$ cat src/rtl/scpad_pkg.sv
// Shared types for the scratchpad bank sequencer: row/element widths, FSM
// state encoding, request FIFO entry and a saturating counter helper.
package scpad_pkg;

  localparam int ROW_IDX_WIDTH = 6;
  localparam int ELEM_BITS     = 16;
  localparam int PERF_W        = 32;

  typedef enum logic [1:0] {
    ST_IDLE    = 2'd0,
    ST_WAIT_RD = 2'd1,
    ST_WAIT_WR = 2'd2,
    ST_RESP    = 2'd3
  } seq_state_e;

  typedef struct packed {
    logic                     write;
    logic [ROW_IDX_WIDTH-1:0] addr;
    logic [ELEM_BITS-1:0]     wdata;
  } req_entry_t;

  // Increment that sticks at all-ones instead of wrapping.
  function automatic logic [PERF_W-1:0] sat_inc(input logic [PERF_W-1:0] v, input logic en);
    if (en && (v != {PERF_W{1'b1}})) begin
      sat_inc = v + 32'd1;
    end else begin
      sat_inc = v;
    end
  endfunction

endpackage

$ cat src/rtl/scpad_sync_fifo.sv
// In-order synchronous FIFO with wrap-bit pointers; a push is honoured
// while full only when a pop frees the head slot in the same cycle.
module scpad_sync_fifo
  import scpad_pkg::*;
#(
  parameter int  DEPTH   = 4,
  parameter type entry_t = req_entry_t
) (
  input  logic   clk,
  input  logic   n_rst,
  input  logic   push,
  input  entry_t din,
  input  logic   pop,
  output entry_t dout,
  output logic   full,
  output logic   empty
);

  localparam int AW = $clog2(DEPTH);

  logic [AW:0] wptr_q, wptr_d;
  logic [AW:0] rptr_q, rptr_d;
  entry_t      mem_q [DEPTH];
  logic        push_ok_s;
  logic        pop_ok_s;

  assign empty     = (wptr_q == rptr_q);
  assign full      = (wptr_q[AW-1:0] == rptr_q[AW-1:0]) && (wptr_q[AW] != rptr_q[AW]);
  assign pop_ok_s  = pop && !empty;
  assign push_ok_s = push && (!full || pop_ok_s);
  assign dout      = mem_q[rptr_q[AW-1:0]];

  // Next-pointer computation.
  always_comb begin
    wptr_d = wptr_q;
    rptr_d = rptr_q;
    if (push_ok_s) begin
      wptr_d = wptr_q + {{AW{1'b0}}, 1'b1};
    end else begin
      wptr_d = wptr_q;
    end
    if (pop_ok_s) begin
      rptr_d = rptr_q + {{AW{1'b0}}, 1'b1};
    end else begin
      rptr_d = rptr_q;
    end
  end

  // Pointer state.
  always_ff @(posedge clk or negedge n_rst) begin
    if (!n_rst) begin
      wptr_q <= {(AW+1){1'b0}};
      rptr_q <= {(AW+1){1'b0}};
    end else begin
      wptr_q <= wptr_d;
      rptr_q <= rptr_d;
    end
  end

  // Storage array; contents are don't-care until written.
  always_ff @(posedge clk) begin
    if (push_ok_s) begin
      mem_q[wptr_q[AW-1:0]] <= din;
    end
  end

endmodule

$ cat src/rtl/scpad_bank_seq.sv
// Scratchpad bank sequencer: queues requests, issues one bank op at a time,
// returns responses in order. Optional counters under SCPAD_BANK_SEQ_PERF_EN.
module scpad_bank_seq
  import scpad_pkg::*;
#(
  parameter int DEPTH = 4
) (
  input  logic                     clk,
  input  logic                     n_rst,
  input  logic                     req_valid,
  output logic                     req_ready,
  input  logic                     req_write,
  input  logic [ROW_IDX_WIDTH-1:0] req_addr,
  input  logic [ELEM_BITS-1:0]     req_wdata,
  output logic                     resp_valid,
  input  logic                     resp_ready,
  output logic                     resp_write,
  output logic [ELEM_BITS-1:0]     resp_rdata,
  input  logic                     bank_busy,
  output logic                     bank_ren,
  output logic [ROW_IDX_WIDTH-1:0] bank_raddr,
  input  logic [ELEM_BITS-1:0]     bank_rdata,
  input  logic                     bank_rdone,
  output logic                     bank_wen,
  output logic [ROW_IDX_WIDTH-1:0] bank_waddr,
  output logic [ELEM_BITS-1:0]     bank_wdata,
  input  logic                     bank_wdone
`ifdef SCPAD_BANK_SEQ_PERF_EN
  ,
  output logic [PERF_W-1:0]        perf_issue_cnt,
  output logic [PERF_W-1:0]        perf_stall_cnt
`endif
);

  seq_state_e               state_q, state_d;
  logic                     resp_valid_q, resp_valid_d;
  logic                     resp_write_q, resp_write_d;
  logic [ELEM_BITS-1:0]     resp_rdata_q, resp_rdata_d;
  logic                     bank_ren_q, bank_ren_d;
  logic                     bank_wen_q, bank_wen_d;
  logic [ROW_IDX_WIDTH-1:0] bank_raddr_q, bank_raddr_d;
  logic [ROW_IDX_WIDTH-1:0] bank_waddr_q, bank_waddr_d;
  logic [ELEM_BITS-1:0]     bank_wdata_q, bank_wdata_d;

  logic       push_s;
  logic       pop_s;
  logic       full_s;
  logic       empty_s;
  req_entry_t req_entry_s;
  req_entry_t head_s;

  assign req_ready   = !full_s;
  assign push_s      = req_valid && !full_s;
  assign req_entry_s = '{write: req_write, addr: req_addr, wdata: req_wdata};

  scpad_sync_fifo #(
    .DEPTH   (DEPTH),
    .entry_t (req_entry_t)
  ) u_req_fifo (
    .clk   (clk),
    .n_rst (n_rst),
    .push  (push_s),
    .din   (req_entry_s),
    .pop   (pop_s),
    .dout  (head_s),
    .full  (full_s),
    .empty (empty_s)
  );

  // Sequencer: the issue strobe is a one-cycle pulse; address/data hold afterwards.
  always_comb begin
    state_d      = state_q;
    resp_valid_d = resp_valid_q;
    resp_write_d = resp_write_q;
    resp_rdata_d = resp_rdata_q;
    bank_ren_d   = 1'b0;
    bank_wen_d   = 1'b0;
    bank_raddr_d = bank_raddr_q;
    bank_waddr_d = bank_waddr_q;
    bank_wdata_d = bank_wdata_q;
    pop_s        = 1'b0;
    case (state_q)
      ST_IDLE: begin
        if (!empty_s && !bank_busy) begin
          pop_s = 1'b1;
          if (head_s.write) begin
            bank_wen_d   = 1'b1;
            bank_waddr_d = head_s.addr;
            bank_wdata_d = head_s.wdata;
            state_d      = ST_WAIT_WR;
          end else begin
            bank_ren_d   = 1'b1;
            bank_raddr_d = head_s.addr;
            state_d      = ST_WAIT_RD;
          end
        end else begin
          state_d = ST_IDLE;
        end
      end
      ST_WAIT_RD: begin
        if (bank_rdone) begin
          resp_rdata_d = bank_rdata;
          resp_write_d = 1'b0;
          resp_valid_d = 1'b1;
          state_d      = ST_RESP;
        end else begin
          state_d = ST_WAIT_RD;
        end
      end
      ST_WAIT_WR: begin
        if (bank_wdone) begin
          resp_rdata_d = {ELEM_BITS{1'b0}};
          resp_write_d = 1'b1;
          resp_valid_d = 1'b1;
          state_d      = ST_RESP;
        end else begin
          state_d = ST_WAIT_WR;
        end
      end
      ST_RESP: begin
        if (resp_ready) begin
          resp_valid_d = 1'b0;
          state_d      = ST_IDLE;
        end else begin
          state_d = ST_RESP;
        end
      end
      default: begin
        resp_valid_d = 1'b0;
        state_d      = ST_IDLE;
      end
    endcase
  end

  // Sequencer and output registers.
  always_ff @(posedge clk or negedge n_rst) begin
    if (!n_rst) begin
      state_q      <= ST_IDLE;
      resp_valid_q <= 1'b0;
      resp_write_q <= 1'b0;
      resp_rdata_q <= {ELEM_BITS{1'b0}};
      bank_ren_q   <= 1'b0;
      bank_wen_q   <= 1'b0;
      bank_raddr_q <= {ROW_IDX_WIDTH{1'b0}};
      bank_waddr_q <= {ROW_IDX_WIDTH{1'b0}};
      bank_wdata_q <= {ELEM_BITS{1'b0}};
    end else begin
      state_q      <= state_d;
      resp_valid_q <= resp_valid_d;
      resp_write_q <= resp_write_d;
      resp_rdata_q <= resp_rdata_d;
      bank_ren_q   <= bank_ren_d;
      bank_wen_q   <= bank_wen_d;
      bank_raddr_q <= bank_raddr_d;
      bank_waddr_q <= bank_waddr_d;
      bank_wdata_q <= bank_wdata_d;
    end
  end

  assign resp_valid = resp_valid_q;
  assign resp_write = resp_write_q;
  assign resp_rdata = resp_rdata_q;
  assign bank_ren   = bank_ren_q;
  assign bank_wen   = bank_wen_q;
  assign bank_raddr = bank_raddr_q;
  assign bank_waddr = bank_waddr_q;
  assign bank_wdata = bank_wdata_q;

`ifdef SCPAD_BANK_SEQ_PERF_EN
  logic              stall_s;
  logic [PERF_W-1:0] perf_issue_q, perf_issue_d;
  logic [PERF_W-1:0] perf_stall_q, perf_stall_d;

  // A stall is a cycle where work is queued but the bank refuses it.
  always_comb begin
    stall_s      = (state_q == ST_IDLE) && !empty_s && bank_busy;
    perf_issue_d = sat_inc(perf_issue_q, pop_s);
    perf_stall_d = sat_inc(perf_stall_q, stall_s);
  end

  // Performance counter registers.
  always_ff @(posedge clk or negedge n_rst) begin
    if (!n_rst) begin
      perf_issue_q <= {PERF_W{1'b0}};
      perf_stall_q <= {PERF_W{1'b0}};
    end else begin
      perf_issue_q <= perf_issue_d;
      perf_stall_q <= perf_stall_d;
    end
  end

  assign perf_issue_cnt = perf_issue_q;
  assign perf_stall_cnt = perf_stall_q;
`endif

endmodule

$ cat config.mk
export PLATFORM = sky130hd
export DESIGN_NAME = scpad_bank_seq
export DESIGN_NICKNAME = d
export VERILOG_FILES = /design/src/rtl/scpad_pkg.sv /design/src/rtl/scpad_sync_fifo.sv /design/src/rtl/scpad_bank_seq.sv
export SDC_FILE = /design/constraint.sdc
export NUM_CORES = 1
export LEC_CHECK = 0
export CORE_UTILIZATION = 50
export DETAILED_ROUTE_END_ITERATION = 12
export PLACE_DENSITY = 0.78
export SLEW_MARGIN = 20
export SYNTH_ARGS = -nofsm -noshare
export SYNTH_HDL_FRONTEND = slang
export SYNTH_SLANG_ARGS = --single-unit
export TNS_END_PERCENT = 5
$ cat constraint.sdc
create_clock -name clk -period 6.65 [get_ports clk]
set_clock_uncertainty 0.2 [all_clocks]
set_input_delay 1.33 -clock clk [delete_from_list [all_inputs] [get_ports clk]]
set_output_delay 1.33 -clock clk [all_outputs]
set_load 0.03 [all_outputs]
==> out/metrics.yaml, run 1 <==
status:
  status: "finished clean"
clock_tree:
  cts_buffer_depth: 2
  ctsResizeCount: 0
  ctsHoldBuffers: 0
  post_cts_buffers: 0
  cts_root_buf: "clkbuf_8"
  cts_buffers: 17
  cts_tree: "yes"
  cts.reportedPaths.clkPinSlew_ns: 0.07
  clk_latency_ns: 0.52
  htreeDepth: 4
  clock-sinks: 148
timing:
  fin_tns_setup_ns: 0
  worst_pin_slew_ns: 0.9666
  setup_viol: 0
  max_freq_mhz: 236.5
  max-slew-margin-rel: 0.3556
  fin_ws_ns: 2.421
  period_needed_ns: 4.229
  finalMaxSlewViolations: 0
  rsz0062_at_grt: "no"
  hold_violations: 0
  finalCritPeriodShare: 0.6359
job:
  cap_violations: 0
layout:
  antenna_cells: 0
  drive_above_1_share: 0.2462
  area_growth_pct: 31.09
  fin_cells: 534
  final_nets: 432
  final_util: 0.6741
  fin_area_um2: 7307
synth:
  netlist_instances: 274
  synth-edff-count: 92
  yosys.area_share.xor_xnor: 0.01571
  yosysWarnings: 0
  synth-async-reset-ratio: 0.3784
  yosys_most_used_dff: "edfxtp_1"
  ys_ff_latch: 148
  seq_area_frac_synth: 0.7470
  synth_fa_ha_area_frac: 0.01122
  synth_area_leaders: "edfxtp_1, dfrtp_1, mux4_2"
  synth_top_family_by_area: "multiplexers"
  muxShareOfSynthArea: 0.1535
  yosys.area_share.simple: 0.01369
  ys_types: 31
  synth_compound_area_frac: 0.04444
  synth_area_per_cell_um2: 20.34
  syn_area_um2: 5574
  syn_nets: 325
  synth_area_leader_cell: "edfxtp_1"
  synth_top_area_share: 0.4956
grt:
  grt_pass1_wl_mm: 16.06
  grt_use_total: 0.1971
  grt_start_max_net_pins: 57
  first_global_vias: 3020
  antenna_found_initial: 0
  grt_overflow: 0
setup_path:
  end_kind: "output pin"
  required_ns: 5.12
  path_cells: "xnor2_1 > nand3_1 > clkdlybuf4s50_1"
  slowest_stage: "dfrtp_2"
  reg2reg_from: "u_req_fifo.rptr_q[0]"
  rr_worst_depth: 4
  cp_slowest_stage_delay_ns: 0.97
  startpoint_type: "register"
  cp.arrival_ns: 2.70
  r2r_end: "bank_wdata[12]"
  reg2reg_setup_slack_ns: 3.63
  critPathKind: "register to output pin"
  crit_fanout: 27
route:
  viasPerCell: 5.421
  wl_per_cell_um: 19.08
  drtIter0Drc: 147
  drc: 0
  wirelength_mm: 10.19
  drt-pass1-iter-count: 4
  detail-route-antenna-nets: 0
  vias: 2895
placement:
  io_buffer_count: 94
  gp_congestion: 0.7144
  place_hpwl_mm: 6.017
  placed_cell_area_um2: 6691
  placedCellCount: 502
  place_ws_ns: 2.886
worst_hold_path:
  min_path_cells: 2
  worstHoldEndpoint: "resp_write"
  hp-class: "register to register"
  hp-start: "resp_write"
pwr:
  pwr-share-comb: 0.355
  leakage_nw: 2.717
  ir_drop_v: 0.0003120
  power_density_nw_per_um2: 520.0
  p_seq_frac: 0.388
  p_int_mw: 2.507
  p_switching_mw: 1.293
  pwr-share-clk: 0.256
  p_sw_frac: 0.3403
floorplanning:
  die_h_um: 107.6
  coreArea_um2: 10840
  start_util: 0.5142
  die_w_um: 107.6
  rows: 38
  pin_count: 95
  dieArea_um2: 11570
-- worst max-delay path by stage --
stage                               from                      to  slack (ns)  cells past startpoint
finish              u_req_fifo.rptr_q[0]               req_ready        2.42                      3
global route        u_req_fifo.rptr_q[0]               req_ready        2.15                      3
CTS                 u_req_fifo.rptr_q[0]               req_ready        2.33                      3
detailed placement  u_req_fifo.rptr_q[0]               req_ready        2.89                      3
global placement    u_req_fifo.rptr_q[0]               req_ready        2.90                      3
floorplan                      req_valid  u_req_fifo.mem_q[3][0]        3.38                      2
-- layer usage --
metal | wire [µm] | global-route usage
met1 | 4379 | 0.2425
met2 | 5086 | 0.3251
met3 | 628 | 0.07203
met4 | 95 | 0.06164
met5 | 0 | 0
-- cell usage in the layout (no fill, tap or decap), types with 3 or more instances in the layout --
| cell type | n |
|---|---|
| edfxtp_1 | 92 |
| a22o_1 | 16 |
| xnor2_1 | 6 |
| nand2_1 | 7 |
| clkinv_4 | 4 |
| mux4_2 | 23 |
| clkbuf_16 | 16 |
| inv_6 | 3 |
| and2_1 | 3 |
| dfrtp_1 | 55 |
| bufinv_16 | 3 |
| ha_1 | 5 |
| inv_8 | 3 |
| xor2_1 | 4 |
| clkdlybuf4s50_1 | 93 |
| inv_1 | 4 |
| mux2_2 | 30 |
| buf_4 | 6 |
-- synthesized netlist by cell type, types with 2 or more instances --
| cell type | instances |
|---|---|
| a21oi_1 | 2 |
| a22o_1 | 16 |
| and2_1 | 3 |
| buf_2 | 4 |
| buf_4 | 2 |
| clkbuf_1 | 4 |
| dfrtp_1 | 56 |
| edfxtp_1 | 92 |
| ha_1 | 5 |
| inv_1 | 4 |
| mux2_2 | 30 |
| mux4_2 | 23 |
| nand2_1 | 7 |
| xnor2_1 | 6 |
| xor2_1 | 4 |
-- worst max-delay path, delay by kind of cell (launching register included) --
kind	cells	cell delay, ns
XOR/XNOR	1	0.35
AND/OR/NAND/NOR	1	0.18
buffers and inverters	1	0.68
flip-flops	1	0.97
-- power by group through the flow --
| stage | Clock, mW | Sequential (mW) | Combinational (mW) |
|---|---|---|---|
| final | 0.974 | 1.47 | 1.35 |
| after global routing | 1.04 | 1.52 | 1.43 |
| after CTS | 0.995 | 1.48 | 1.37 |
| after detailed placement | 0 | 1.49 | 1.36 |
| after global placement | 0 | 1.48 | 1.33 |
| after floorplan | 0 | 1.70 | 0.630 |
-- state kept, by name, indices dropped and copies added (netlist names) --
register / flops
bank_ren: 1
resp_write: 1
bank_wen: 1
resp_valid: 1
u_req_fifo.mem_q: 92
bank_raddr: 6
state_q: 2
resp_rdata: 16
bank_waddr: 6
bank_wdata: 16
u_req_fifo.rptr_q: 3
u_req_fifo.wptr_q: 3
-- area by class of cell --
cell class | count | area [µm²]
sequential | 148 | 4165
multi-input combinational | 110 | 1359
fill | 715 | 3533
timing repair buffer | 100 | 980.9
tap | 140 | 175.2
clock buffer | 17 | 414.1
inverter | 4 | 15.01
clock inverter | 15 | 197.7
-- cells by family (layout without fill, tap and decap cells) --
| group | Yosys count | count (layout) |
|---|---|---|
| XOR/XNOR | 10 | 10 |
| adder cells (fa/ha/maj) | 5 | 5 |
| multiplexers | 53 | 53 |
| buffers and inverters | 16 | 136 |
| AO/OA/AOI/OAI | 27 | 27 |
| AND/OR/NAND/NOR | 15 | 15 |
| flip-flops | 148 | 148 |
-- stage by stage --
stage                     power [mW]  hold slack, ns
final                          3.800          0.2878
after global routing           3.990          0.3127
after CTS                      3.841          0.2898
after detailed placement       2.850          0.2735
after global placement         2.806          0.2761
after floorplan                2.330          0.2982
(Power assumes the default switching activity.)
==> run 2, diff against run 1 <==
==> constraint.sdc (replaced) <==
create_clock -name clk -period 4.3 [get_ports clk]
set_clock_uncertainty 0.2 [all_clocks]
set_input_delay 0.86 -clock clk [delete_from_list [all_inputs] [get_ports clk]]
set_output_delay 0.86 -clock clk [all_outputs]
set_load 0.03 [all_outputs]
==> run 2 against run 1 <==
Utilization down 0.52 points; first-iteration DRC count is 21% lower; flip-flop and latch count unchanged; non-clock buffer count is 2 higher; cell count increased by 0.37%; register-to-register slack worse by 2.1 ns; routed wire length grew 6.7%; sequential power grew 52%.
==> out/metrics.yaml, run 2 (synthesized netlist as in run 1, its figures left out) <==
pwr:
  p_switching_mw: 2.027  # +57%
  power_mw: 5.787  # +52%
  p_sw_frac: 0.3503  # +0.01000
  ir_drop_v: 0.0003688  # +18%
  power_density_nw_per_um2: 798.2  # +53%
  p_seq_frac: 0.388  # about the same
  pwr-share-clk: 0.233  # -0.023
  leakage_nw: 2.690  # -0.98%
  pwr-share-comb: 0.379  # +0.024
  p_int_mw: 3.760  # +50%
grt:
  grt_start_max_net_pins: 37  # -35%
  grt_pass1_wl_mm: 17.22  # +7.2%
  gr-usage-met3: 0.04540  # -0.02663
  first_global_vias: 3228  # +6.9%
  grt_use_total: 0.2076  # +0.01052
  use_met1: 0.2648  # +0.02239
  antenna_found_initial: 0  # unchanged
  grt.busiest_layer: "met2"
  grt_overflow: 0  # unchanged
  use_met2: 0.3388  # +0.01374
timing:
  worst_pin_slew_ns: 1.009  # +0.04262 ns
  rsz0062_at_grt: "no"
  finalCritPeriodShare: 0.7715
  finalMaxSlewViolations: 0  # unchanged
  max-slew-margin-rel: 0.3272  # -0.02841
  hold_violations: 0  # unchanged
  setup_viol: 0  # unchanged
  period_needed_ns: 3.318
  max_freq_mhz: 301.4
  fin_tns_setup_ns: 0  # unchanged
route:
  viasPerCell: 5.556  # +2.5%
  drtIter0Drc: 116  # -21%
  wirelength_mm: 10.87  # +6.7%
  drt-pass1-iter-count: 4  # unchanged
  wl_per_cell_um: 20.29  # +6.3%
  drc: 0  # unchanged
  vias: 2978  # +2.9%
  detail-route-antenna-nets: 0  # unchanged
setup_path:
  startpoint_type: "register"
  end_kind: "output pin"
  slowest_stage: "clkdlybuf4s50_1"
  cp.arrival_ns: 2.26  # -0.44 ns
  reg2reg_setup_slack_ns: 1.54  # -2.09 ns
  cp_num_buf_inv: 1  # unchanged
  path_cells: "xnor2_1 > nand3_1 > clkdlybuf4s50_1"
  cp_slowest_stage_delay_ns: 0.64  # -0.33 ns
  required_ns: 3.24  # -1.88 ns
  crit_fanout: 5  # -81%
  reg2reg_from: "u_req_fifo.rptr_q[0]"
  r2r_end: "bank_wdata[10]"
  rr_worst_depth: 5  # +1
  crit_family: "buffers and inverters"
  critPathKind: "register to output pin"
clock_tree:
  clk_latency_ns: 0.51  # about the same
  cts_buffer_depth: 2  # unchanged
  post_cts_buffers: 0  # unchanged
  cts.reportedPaths.clkPinSlew_ns: 0.06  # about the same
  htreeDepth: 4  # unchanged
  ctsHoldBuffers: 0  # unchanged
  cts_tree: "yes"
  cts_buffers: 17  # unchanged
  clock-sinks: 148  # unchanged
  ctsResizeCount: 0  # unchanged
  cts_root_buf: "clkbuf_8"
status:
  status: "finished clean"
layout:
  largest_reg_flops: 92  # unchanged
  layout_common_cells: "clkdlybuf4s50_1, edfxtp_1, dfrtp_1"
  antenna_cells: 0  # unchanged
  final_nets: 434  # +0.46%
  fin_area_um2: 7251  # -0.77%
  layout_commonest_cell: "clkdlybuf4s50_1"
  area_growth_pct: 30.08
  drive_above_1_share: 0.2399  # -0.006294
floorplanning:
  dieArea_um2: 11570  # unchanged
  pin_count: 95  # unchanged
  coreArea_um2: 10840  # unchanged
  die_h_um: 107.6  # unchanged
  die_w_um: 107.6  # unchanged
  rows: 38  # unchanged
  start_util: 0.5142  # unchanged
job:
  cap_violations: 0  # unchanged
placement:
  place_hpwl_mm: 6.616  # +10%
  placed_cell_area_um2: 6706  # +0.22%
  io_buffer_count: 94  # unchanged
  gp_congestion: 0.7203  # +0.83%
worst_hold_path:
  hp-class: "input pin to asynchronous set/reset pin"
-- run 2: layout make-up --
type | count | area [µm²]
timing repair buffer | 102 | 996.0
multi-input combinational | 110 | 1355
sequential | 148 | 4165
fill | 729 | 3590
tap | 140 | 175.2
clock inverter | 14 | 126.4
inverter | 4 | 15.01
clock buffer | 18 | 417.9
-- run 2: per-layer routing --
metal	up-vias	wire, µm
met5	-	0
met4	0	131
met3	12	604
met2	113	5465
met1	1544	4673
li1	1309	-
-- run 2: worst max path at each step --
stage,startpoint,to,slack [ns],cells after the start
CTS,u_req_fifo.wptr_q[2],req_ready,0.94,3
detailed placement,bank_busy,bank_wdata[6],1.27,5
global route,u_req_fifo.wptr_q[2],req_ready,0.88,3
floorplan,req_valid,u_req_fifo.mem_q[3][0],1.50,2
global placement,bank_busy,bank_raddr[0],1.36,4
finish,u_req_fifo.wptr_q[0],req_ready,0.98,3
-- run 2: power groups by stage --
stage / logic (mW) / clock network, mW / registers [mW]
after global placement: 2.15 / 0 / 2.24
after floorplan: 0.974 / 0 / 2.63
final: 2.19 / 1.35 / 2.24
after detailed placement: 2.20 / 0 / 2.26
after global routing: 2.33 / 1.43 / 2.29
after CTS: 2.22 / 1.38 / 2.25
-- run 2: per-stage QoR --
step / util / hold slack (ns) / instances / setup slack, ns
after global placement: 0.6187 / 0.2729 / 504 / 1.364
after detailed placement: 0.6187 / 0.2811 / 504 / 1.271
after floorplan: - / 0.2982 / 274 / 1.498
after global routing: 0.6689 / 0.2807 / 536 / 0.8825
after CTS: 0.6689 / 0.2370 / 536 / 0.9376
final: 0.6689 / 0.2351 / 536 / 0.9824
